[src/rtl/spi_master_core_if.sv]
// Register-side request bus plus SPI pins for spi_master_core.
// The master modport is the requester (and, in a bench, the slave model driving miso).
interface spi_master_core_if;
   logic [9:0] freq;
   logic       start_w;
   logic       start_r;
   logic [7:0] addr;
   logic [7:0] wdata;
   logic [7:0] rdata;
   logic       done;
   logic       ss;
   logic       sck;
   logic       mosi;
   logic       miso;

   modport master (
      output freq, start_w, start_r, addr, wdata, miso,
      input  rdata, done, ss, sck, mosi
   );

   modport slave (
      input  freq, start_w, start_r, addr, wdata, miso,
      output rdata, done, ss, sck, mosi
   );
endinterface

[src/rtl/spi_master_core.sv]
// SPI mode-0 master running one 16-bit command+data frame per request edge.
// Optional SPI_MASTER_MISO_SYNC_EN adds a 2-flop synchronizer on miso.
module spi_master_core (
   input logic               clk,
   input logic               rst,
   spi_master_core_if.slave  bus
);
   typedef enum logic [1:0] {
      IDLE  = 2'd0,
      SETUP = 2'd1,
      SHIFT = 2'd2,
      HOLD  = 2'd3
   } state_t;

   state_t      state_r, state_s;
   logic [9:0]  cnt_r, cnt_s;
   logic [9:0]  h_r, h_s;
   logic [3:0]  bit_r, bit_s;
   logic [15:0] frame_r, frame_s;
   logic [7:0]  rx_r, rx_s;
   logic        rw_r, rw_s;
   logic        start_w_r, start_r_r;
   logic        ss_r, ss_s;
   logic        sck_r, sck_s;
   logic        mosi_r, mosi_s;
   logic        done_r, done_s;
   logic [7:0]  rdata_r, rdata_s;
   logic        req_w_s, req_r_s, tick_s, miso_smp_s;
   logic [9:0]  freq_clamp_s;
   logic [7:0]  cmd_s;

`ifdef SPI_MASTER_MISO_SYNC_EN
   logic miso_meta_r, miso_sync_r;

   // Two-stage synchronizer for the asynchronous slave data line
   always_ff @(posedge clk) begin
      if (rst) begin
         miso_meta_r <= 1'b0;
         miso_sync_r <= 1'b0;
      end else begin
         miso_meta_r <= bus.miso;
         miso_sync_r <= miso_meta_r;
      end
   end
   assign miso_smp_s = miso_sync_r;
`else
   assign miso_smp_s = bus.miso;
`endif

   assign req_w_s      = bus.start_w & ~start_w_r;
   assign req_r_s      = bus.start_r & ~start_r_r & ~req_w_s;
   assign freq_clamp_s = (bus.freq == 10'd0) ? 10'd1 : bus.freq;
   assign cmd_s        = {~req_w_s, bus.addr[6:0]};
   assign tick_s       = (cnt_r == 10'd0);

   // Next-state and next-output logic for the frame sequencer
   always_comb begin
      state_s = state_r;
      cnt_s   = cnt_r;
      h_s     = h_r;
      bit_s   = bit_r;
      frame_s = frame_r;
      rx_s    = rx_r;
      rw_s    = rw_r;
      ss_s    = ss_r;
      sck_s   = sck_r;
      mosi_s  = mosi_r;
      done_s  = 1'b0;
      rdata_s = rdata_r;
      case (state_r)
         IDLE: begin
            // the done cycle itself still counts as busy
            if ((req_w_s || req_r_s) && !done_r) begin
               state_s = SETUP;
               rw_s    = ~req_w_s;
               h_s     = freq_clamp_s;
               cnt_s   = freq_clamp_s - 10'd1;
               frame_s = {cmd_s, (req_w_s ? bus.wdata : 8'h00)};
               ss_s    = 1'b0;
               sck_s   = 1'b0;
               mosi_s  = cmd_s[7];
            end else begin
               state_s = IDLE;
            end
         end
         SETUP: begin
            if (tick_s) begin
               state_s = SHIFT;
               cnt_s   = h_r - 10'd1;
               sck_s   = 1'b1;
               bit_s   = 4'd0;
               rx_s    = {rx_r[6:0], miso_smp_s};
            end else begin
               cnt_s = cnt_r - 10'd1;
            end
         end
         SHIFT: begin
            if (tick_s) begin
               cnt_s = h_r - 10'd1;
               if (sck_r) begin
                  sck_s = 1'b0;
                  if (bit_r != 4'd15) begin
                     frame_s = {frame_r[14:0], 1'b0};
                     mosi_s  = frame_r[14];
                  end else begin
                     mosi_s = mosi_r;
                  end
               end else if (bit_r == 4'd15) begin
                  state_s = HOLD;
               end else begin
                  sck_s = 1'b1;
                  bit_s = bit_r + 4'd1;
                  rx_s  = {rx_r[6:0], miso_smp_s};
               end
            end else begin
               cnt_s = cnt_r - 10'd1;
            end
         end
         HOLD: begin
            if (tick_s) begin
               state_s = IDLE;
               ss_s    = 1'b1;
               mosi_s  = 1'b0;
               done_s  = 1'b1;
               if (rw_r) begin
                  rdata_s = rx_r;
               end else begin
                  rdata_s = rdata_r;
               end
            end else begin
               cnt_s = cnt_r - 10'd1;
            end
         end
         default: begin
            state_s = IDLE;
            ss_s    = 1'b1;
            sck_s   = 1'b0;
            mosi_s  = 1'b0;
         end
      endcase
   end

   // State, datapath and registered-output flops
   always_ff @(posedge clk) begin
      if (rst) begin
         state_r   <= IDLE;
         cnt_r     <= 10'd0;
         h_r       <= 10'd1;
         bit_r     <= 4'd0;
         frame_r   <= 16'h0000;
         rx_r      <= 8'h00;
         rw_r      <= 1'b0;
         start_w_r <= 1'b0;
         start_r_r <= 1'b0;
         ss_r      <= 1'b1;
         sck_r     <= 1'b0;
         mosi_r    <= 1'b0;
         done_r    <= 1'b0;
         rdata_r   <= 8'h00;
      end else begin
         state_r   <= state_s;
         cnt_r     <= cnt_s;
         h_r       <= h_s;
         bit_r     <= bit_s;
         frame_r   <= frame_s;
         rx_r      <= rx_s;
         rw_r      <= rw_s;
         start_w_r <= bus.start_w;
         start_r_r <= bus.start_r;
         ss_r      <= ss_s;
         sck_r     <= sck_s;
         mosi_r    <= mosi_s;
         done_r    <= done_s;
         rdata_r   <= rdata_s;
      end
   end

   assign bus.ss    = ss_r;
   assign bus.sck   = sck_r;
   assign bus.mosi  = mosi_r;
   assign bus.done  = done_r;
   assign bus.rdata = rdata_r;
endmodule

[src/flat_wrapper.sv]
// flat-port wrapper written by rule: the top's interface ports become plain ports
module spi_master_core_flat 
  (clk, rst, bus_freq, bus_start_w, bus_start_r, bus_addr, bus_wdata, bus_miso, bus_rdata, bus_done, bus_ss, bus_sck, bus_mosi);
  spi_master_core_if bus_i ();
  input logic clk;
  input logic rst;
  input wire logic [$bits(bus_i.freq)-1:0] bus_freq;
  input wire logic [$bits(bus_i.start_w)-1:0] bus_start_w;
  input wire logic [$bits(bus_i.start_r)-1:0] bus_start_r;
  input wire logic [$bits(bus_i.addr)-1:0] bus_addr;
  input wire logic [$bits(bus_i.wdata)-1:0] bus_wdata;
  input wire logic [$bits(bus_i.miso)-1:0] bus_miso;
  output wire logic [$bits(bus_i.rdata)-1:0] bus_rdata;
  output wire logic [$bits(bus_i.done)-1:0] bus_done;
  output wire logic [$bits(bus_i.ss)-1:0] bus_ss;
  output wire logic [$bits(bus_i.sck)-1:0] bus_sck;
  output wire logic [$bits(bus_i.mosi)-1:0] bus_mosi;
  assign bus_i.freq = bus_freq;
  assign bus_i.start_w = bus_start_w;
  assign bus_i.start_r = bus_start_r;
  assign bus_i.addr = bus_addr;
  assign bus_i.wdata = bus_wdata;
  assign bus_i.miso = bus_miso;
  assign bus_rdata = bus_i.rdata;
  assign bus_done = bus_i.done;
  assign bus_ss = bus_i.ss;
  assign bus_sck = bus_i.sck;
  assign bus_mosi = bus_i.mosi;
  spi_master_core u_core (.clk(clk), .rst(rst), .bus(bus_i));
endmodule
[config.mk]
export PLATFORM = sky130hd
export DESIGN_NAME = spi_master_core_flat
export DESIGN_NICKNAME = d
export VERILOG_FILES = /design/src/rtl/spi_master_core_if.sv /design/src/rtl/spi_master_core.sv /design/src/flat_wrapper.sv
export SDC_FILE = /design/constraint.sdc
export NUM_CORES = 1
export LEC_CHECK = 0
export BUFFER_PORTS_ARGS = -buffer_cell sky130_fd_sc_hd__buf_2
export CAP_MARGIN = 0
export CORE_AREA = 2 2 72 108
export DETAILED_ROUTE_END_ITERATION = 8
export DIE_AREA = 0 0 74 110
export PLACE_DENSITY = 0.66
export SYNTH_ARGS = -nofsm -noshare
export SYNTH_HDL_FRONTEND = slang
export SYNTH_SLANG_ARGS = --single-unit
[constraint.sdc]
create_clock -name clk -period 4.7 [get_ports clk]
set_input_delay 0.94 -clock clk [delete_from_list [all_inputs] [get_ports clk]]
set_output_delay 0.94 -clock clk [all_outputs]
set_load 0.01 [all_outputs]
---- After elaboration in Yosys (flattened, before gate mapping) ----
Index checks and enable logic that the tools add are counted.
storage, ports and cells
  flip-flop bits (word level) ............. 64
  latch bits .............................. 0
  memory bits (writable) .................. 0
  ROM bits ................................ 0
  input bits .............................. 31
  output and inout bits ................... 12
  logic and storage cells ................. 104
  memories kept ........................... 0
cells by class
  $add $sub $neg .......................... 4
  $mul .................................... 0
  divide/modulo/power cells ............... 0
  magnitude comparators ................... 0
  equal/unequal tests ..................... 15
  shift-type cells ........................ 0
  mux-type cells .......................... 42
  bitwise gates (word level) .............. 7
  reductions and logical operators ........ 22
operators by type and width
  kind                                                 count
  two-way mux 15 bit                                   4
  two-way mux 10 bit                                   4
  two-way mux 8 bit                                    5
  case mux 10 bit (3 select lines)                     1
  case mux 15 bit (2 select lines)                     1
  subtractor 10 x 1 -> 10 bit (second input constant)  3
  logical NOT 10 bit                                   2
  two-way mux 4 bit                                    4
  case mux 8 bit (2 select lines)                      1
  AND reduction 5 bit                                  3
  != test 2 x 1 -> 1 bit (second input constant)       7
  two-way mux 1 bit                                    12
  two-way mux 2 bit                                    5
  case mux 2 bit (4 select lines)                      1
  case mux 4 bit (2 select lines)                      1
  != test 2 bit (second input constant)                3
  case mux 1 bit (3 select lines)                      2
  AND reduction 3 bit                                  2
  AND reduction 6 bit                                  1
  nonzero test 2 bit                                   3
  nonzero test 3 bit                                   2
  adder 4 x 1 -> 4 bit (second input constant)         1
  equality test 2 bit (second input constant)          2
  equality test 4 bit (second input constant)          1
  other kinds (12)                                     19

---- Logic depth before layout (Yosys ltp) ----
  word-level depth ........................ 8
  gate-level depth with buffers ........... 9

---- Worst setup path before layout ----
Ideal clock, no wire load.
  kind .................................... input to register
  from .................................... in bus_freq[7]
  to ...................................... reg u_core.cnt_r[8]
  library setup time ...................... 0.140 ns
  arrival time ............................ 2.674 ns
  setup slack ............................. 1.885 ns
  stages on the path ...................... 9
  buffers on the path ..................... 0
  cell sequence ........................... or4_1 -> nor3_1 -> a21oi_1 -> ha_1 -> or3b_2 -> nor2_1 -> xor2_1 -> a22oi_1 -> a31oi_1
between the ends
  longest elaborated chain between the ends .. 5
RTL lines
  what                                  line                    text
  start, declared                       flat_wrapper.sv:7       input wire logic [$bits(bus_i.freq)-1:0] bus_freq;
  logical NOT 10 bit                    spi_master_core.sv:52   assign freq_clamp_s = (bus.freq == 10'd0) ? 10'd1 : bus.freq;
  two-way mux 10 bit (*)                spi_master_core.sv:52
  subtractor 10 x 1 -> 10 bit (*)       spi_master_core.sv:77   cnt_s = freq_clamp_s - 10'd1;
  two-way mux 10 bit (*)                spi_master_core.sv:73   if ((req_w_s || req_r_s) && !done_r) begin
  case mux 10 bit (3 select lines) (*)  spi_master_core.sv:70   case (state_r)
  end signal, assigned                  spi_master_core.sv:162  cnt_r <= cnt_s;
  end, declared                         spi_master_core.sv:16   logic [9:0] cnt_r, cnt_s;
Every way passes the cells marked *; elsewhere a longest branch is shown, timed or not. The select of a mux whose other input is x is not followed.
A chain may end at the register's enable or synchronous reset.

---- Worst setup path after layout ----
Ends and elaborated chain as after synthesis.

==> flow_metrics.env <==
export IMPL_status="completed"
export IMPL_die_area_mm2=0.008140
export IMPL_fp_dieH_um=110
export IMPL_first_global_vias=2888
export IMPL_maxCapViolations=0
export IMPL_grt_usage_pct=21.60
export IMPL_synth_edf_count=0
export IMPL_synthesis_area_mm2=0.003485
export IMPL_synth_top_area_cell="dfxtp_1"
export IMPL_synthCells=421
export IMPL_slew_headroom_pct=47.58
export IMPL_grt_pass1_wl_mm=13.37
export IMPL_dr_pass1_iters=4
export IMPL_crit_arrival_ps=3020
export IMPL_cts_made_buffers=9
export IMPL_area_delta_synth_final_pct=12.82
export IMPL_crit_type="input pin to register"
export IMPL_cts_hold_fix_buffers=0
export IMPL_nets=493
export IMPL_finClkSkew_ps=8.918
export IMPL_vias=3129
export IMPL_yosys_area_share_adder_pct=3.950
export IMPL_power_frac_comb_pct=44.4
export IMPL_layout_min_cycle_time_ps=2816
export IMPL_clk_insertion_delay_late_ps=360
export IMPL_end_kind="register"
export IMPL_ios=43
export IMPL_p_int_w=0.001351
export IMPL_core_mm2=0.007179
export IMPL_min_path_cells=2
export IMPL_fin_tns_setup_ps=0
export IMPL_placedCellCount=540
export IMPL_fin_util_pct=54.76
export IMPL_synth_compound_area_share_pct=24.74
export IMPL_cts_tree="done"
export IMPL_h_tree_depth=3
export IMPL_netlist_area_leader_share_pct=36.77
export IMPL_cts_sinks=64
export IMPL_power_share_switching_pct=41.57
export IMPL_hold_viol=0
export IMPL_p_per_area_mw_per_mm2=588.1
export IMPL_setup_violations=0
export IMPL_synth_seq_area_share_pct=36.77
export IMPL_synth_warning_count=0
export IMPL_critPathLaunchType="input pin"
export IMPL_clockPowerShare_pct=20.5
export IMPL_overflow=0
export IMPL_synth_top_family_by_area="compound AO/OA/AOI/OAI gates"
export IMPL_clock_root_buffer="clkbuf_8"
export IMPL_clockBufferDepth=2
export IMPL_io_buffers=41
export IMPL_seq_power_share_pct=35.1
export IMPL_drv_slew=0
export IMPL_drtAntennaViolNets=0
export IMPL_p_leak_nw=1.504
export IMPL_routabilityCongestion=0.8752
export IMPL_hp_class="register to register"
export IMPL_worst_slew_pin_transition_ps=786.2
export IMPL_rsz0062_at_grt="no"
export IMPL_period_share_pct=59.92
export IMPL_syn_avg_cell_area_um2=8.277
export IMPL_first_iter_violations=118
export IMPL_wire_per_inst_um=14.96
export IMPL_routed_wl_mm=8.319
export IMPL_async_flop_share_pct=0
export IMPL_ir_drop_v=0.0003170
export IMPL_synthMuxAreaShare_pct=5.745
export IMPL_reg2reg_depth=6
export IMPL_drive_gt1_share_pct=15.57
export IMPL_vias_per_cell=5.628
export IMPL_required_ps=4910
export IMPL_ys_types=53
export IMPL_fmax_mhz=355.1
export IMPL_n_fill_cell=686
export IMPL_synthTopCellsByArea="dfxtp_1 (37%), a21oi_1 (6.8%), mux2i_1 (5.7%)"
export IMPL_start_util_pct=48.54
export IMPL_clk_pin_slew_ps=70
export IMPL_antenna_found_initial=0
export IMPL_post_cts_buffers=0
export IMPL_cp_max_fo=5
export IMPL_rows=38
export IMPL_n_antenna_cell=0
export IMPL_power_switching_w=0.0009610
export IMPL_yosys_area_share_simple_pct=18.82
export IMPL_ys_flop_type="dfxtp_1"
export IMPL_hpwl_mm=5.834
export IMPL_synth_seq_cells=64
export IMPL_die_x_um=74
export IMPL_synth_xor_xnor_area_share_pct=4.524
export IMPL_grt_max_degree=55
export IMPL_drcViolationCount=0
export IMPL_instances_no_fill=556
export IMPL_syn_num_nets=463
export IMPL_ctsResizeCount=0
[synth_stat cells, drive strengths merged, types with 2 or more instances]
cell	instances
a21oi	47
ha	11
a221oi	3
nand3	11
nor2b	4
o311ai	2
nor3	7
a22oi	9
xor2	7
xnor2	11
buf	8
o31ai	5
o31a	3
nand2	52
or4	5
a31oi	5
a221o	2
nand2b	3
nor4	9
a32oi	2
o211ai	4
a211oi	19
nor2	26
or3	4
clkbuf	20
dfxtp	64
o41ai	3
a311oi	2
inv	17
nor3b	2
mux2i	20
o21ai	16
or4b	2
and2	2
and3	2
[power by group through the flow]
stage                     registers (W)  clock network [W]  logic, W
after global placement         0.000815                  0   0.00101
after detailed placement       0.000820                  0   0.00103
after CTS                      0.000807           0.000490   0.00103
after global routing           0.000830           0.000515   0.00114
final                          0.000811           0.000475   0.00103
after floorplan                0.000789                  0  0.000843
[final timing paths]
path                        from                  end  slack [ps]
max reg2reg    u_core.state_r[1]      u_core.cnt_r[8]        2290
max                  bus_freq[7]      u_core.cnt_r[8]        1880
min          u_core.bus.rdata[1]  u_core.bus.rdata[1]         450
min reg2reg  u_core.bus.rdata[1]  u_core.bus.rdata[1]         450
[area by class of cell]
cell class | count | area (um^2) | share of cell area, %
clock buffers | 11 | 141.4 | 3.596
clock inverters | 5 | 56.30 | 1.432
repair buffers | 47 | 250.2 | 6.365
multi-input cells | 312 | 2013 | 51.21
well taps | 100 | 125.1 | 3.183
flip-flops and latches | 64 | 1281 | 32.59
inverters | 17 | 63.81 | 1.623
[layout by cell type, fill, tap and decap left out, types with 4 or more instances in the layout]
cell,count
nor2b_1,4
a31oi_1,5
a22oi_1,9
or3_1,4
clkbuf_8,10
nand3_1,11
dfxtp_1,64
o211ai_1,4
nand2_1,52
xnor2_1,11
nor2_1,26
nor4_1,7
a211oi_1,19
buf_2,41
xor2_1,7
mux2i_1,20
buf_4,6
or4_1,4
ha_1,11
a21oi_1,47
nor3_1,6
inv_1,17
o21ai_0,16
o31ai_1,4
[layer usage]
| layer | GRT usage [%] | vias to the layer above | share of wire (%) | wire length (um) |
|---|---|---|---|---|
| li1 | - | 1608 | - | - |
| met1 | 24.48 | 1439 | 43 | 3590 |
| met2 | 37.95 | 69 | 51 | 4241 |
| met3 | 4.273 | 13 | 3.6 | 303 |
| met4 | 10.52 | 0 | 2.2 | 184 |
| met5 | 0 | - | 0 | 0 |
[through the flow]
| step | setup WS (ps) | instance area, um^2 | hold slack, ps | total power, W |
|---|---|---|---|---|
| detailed placement | 1498 | 3734 | 443.9 | 0.001847 |
| global placement | 1533 | 3734 | 438.1 | 0.001827 |
| finish | 1884 | 3931 | 451.5 | 0.002312 |
| CTS | 1880 | 3931 | 456.0 | 0.002331 |
| floorplan | 1885 | 3485 | 435.7 | 0.001633 |
| global route | 1718 | 3931 | 465.1 | 0.002488 |
[kinds of logic after synthesis]
group / Yosys count
muxes: 20
AOI/OAI and AO/OA: 130
and+or+nand+nor: 133
buffers and inverters: 45
DFF: 64
xor gates and xnor gates: 18
adders and majority gates: 11
[state kept, by name (all words and copies together), names as in the netlist]
signal / count
u_core.bus.mosi: 1
u_core.bus.sck: 1
u_core.bit_r: 4
u_core.h_r: 10
u_core.cnt_r: 10
u_core.state_r: 2
u_core.bus.rdata: 8
u_core.start_r_r: 1
u_core.start_w_r: 1
u_core.rx_r: 8
u_core.rw_r: 1
u_core.bus.ss: 1
u_core.bus.done: 1
u_core.frame_r: 15
[worst max-delay path, cell delays in order]
cell,delay (ps)
buf_2,120
or4_1,600
nor3_1,180
a21oi_1,150
ha_1,280
or3b_2,240
nor2_1,50
xor2_1,140
a22oi_1,220
a31oi_1,100
No activity file was read; power rests on OpenSTA's default activity.
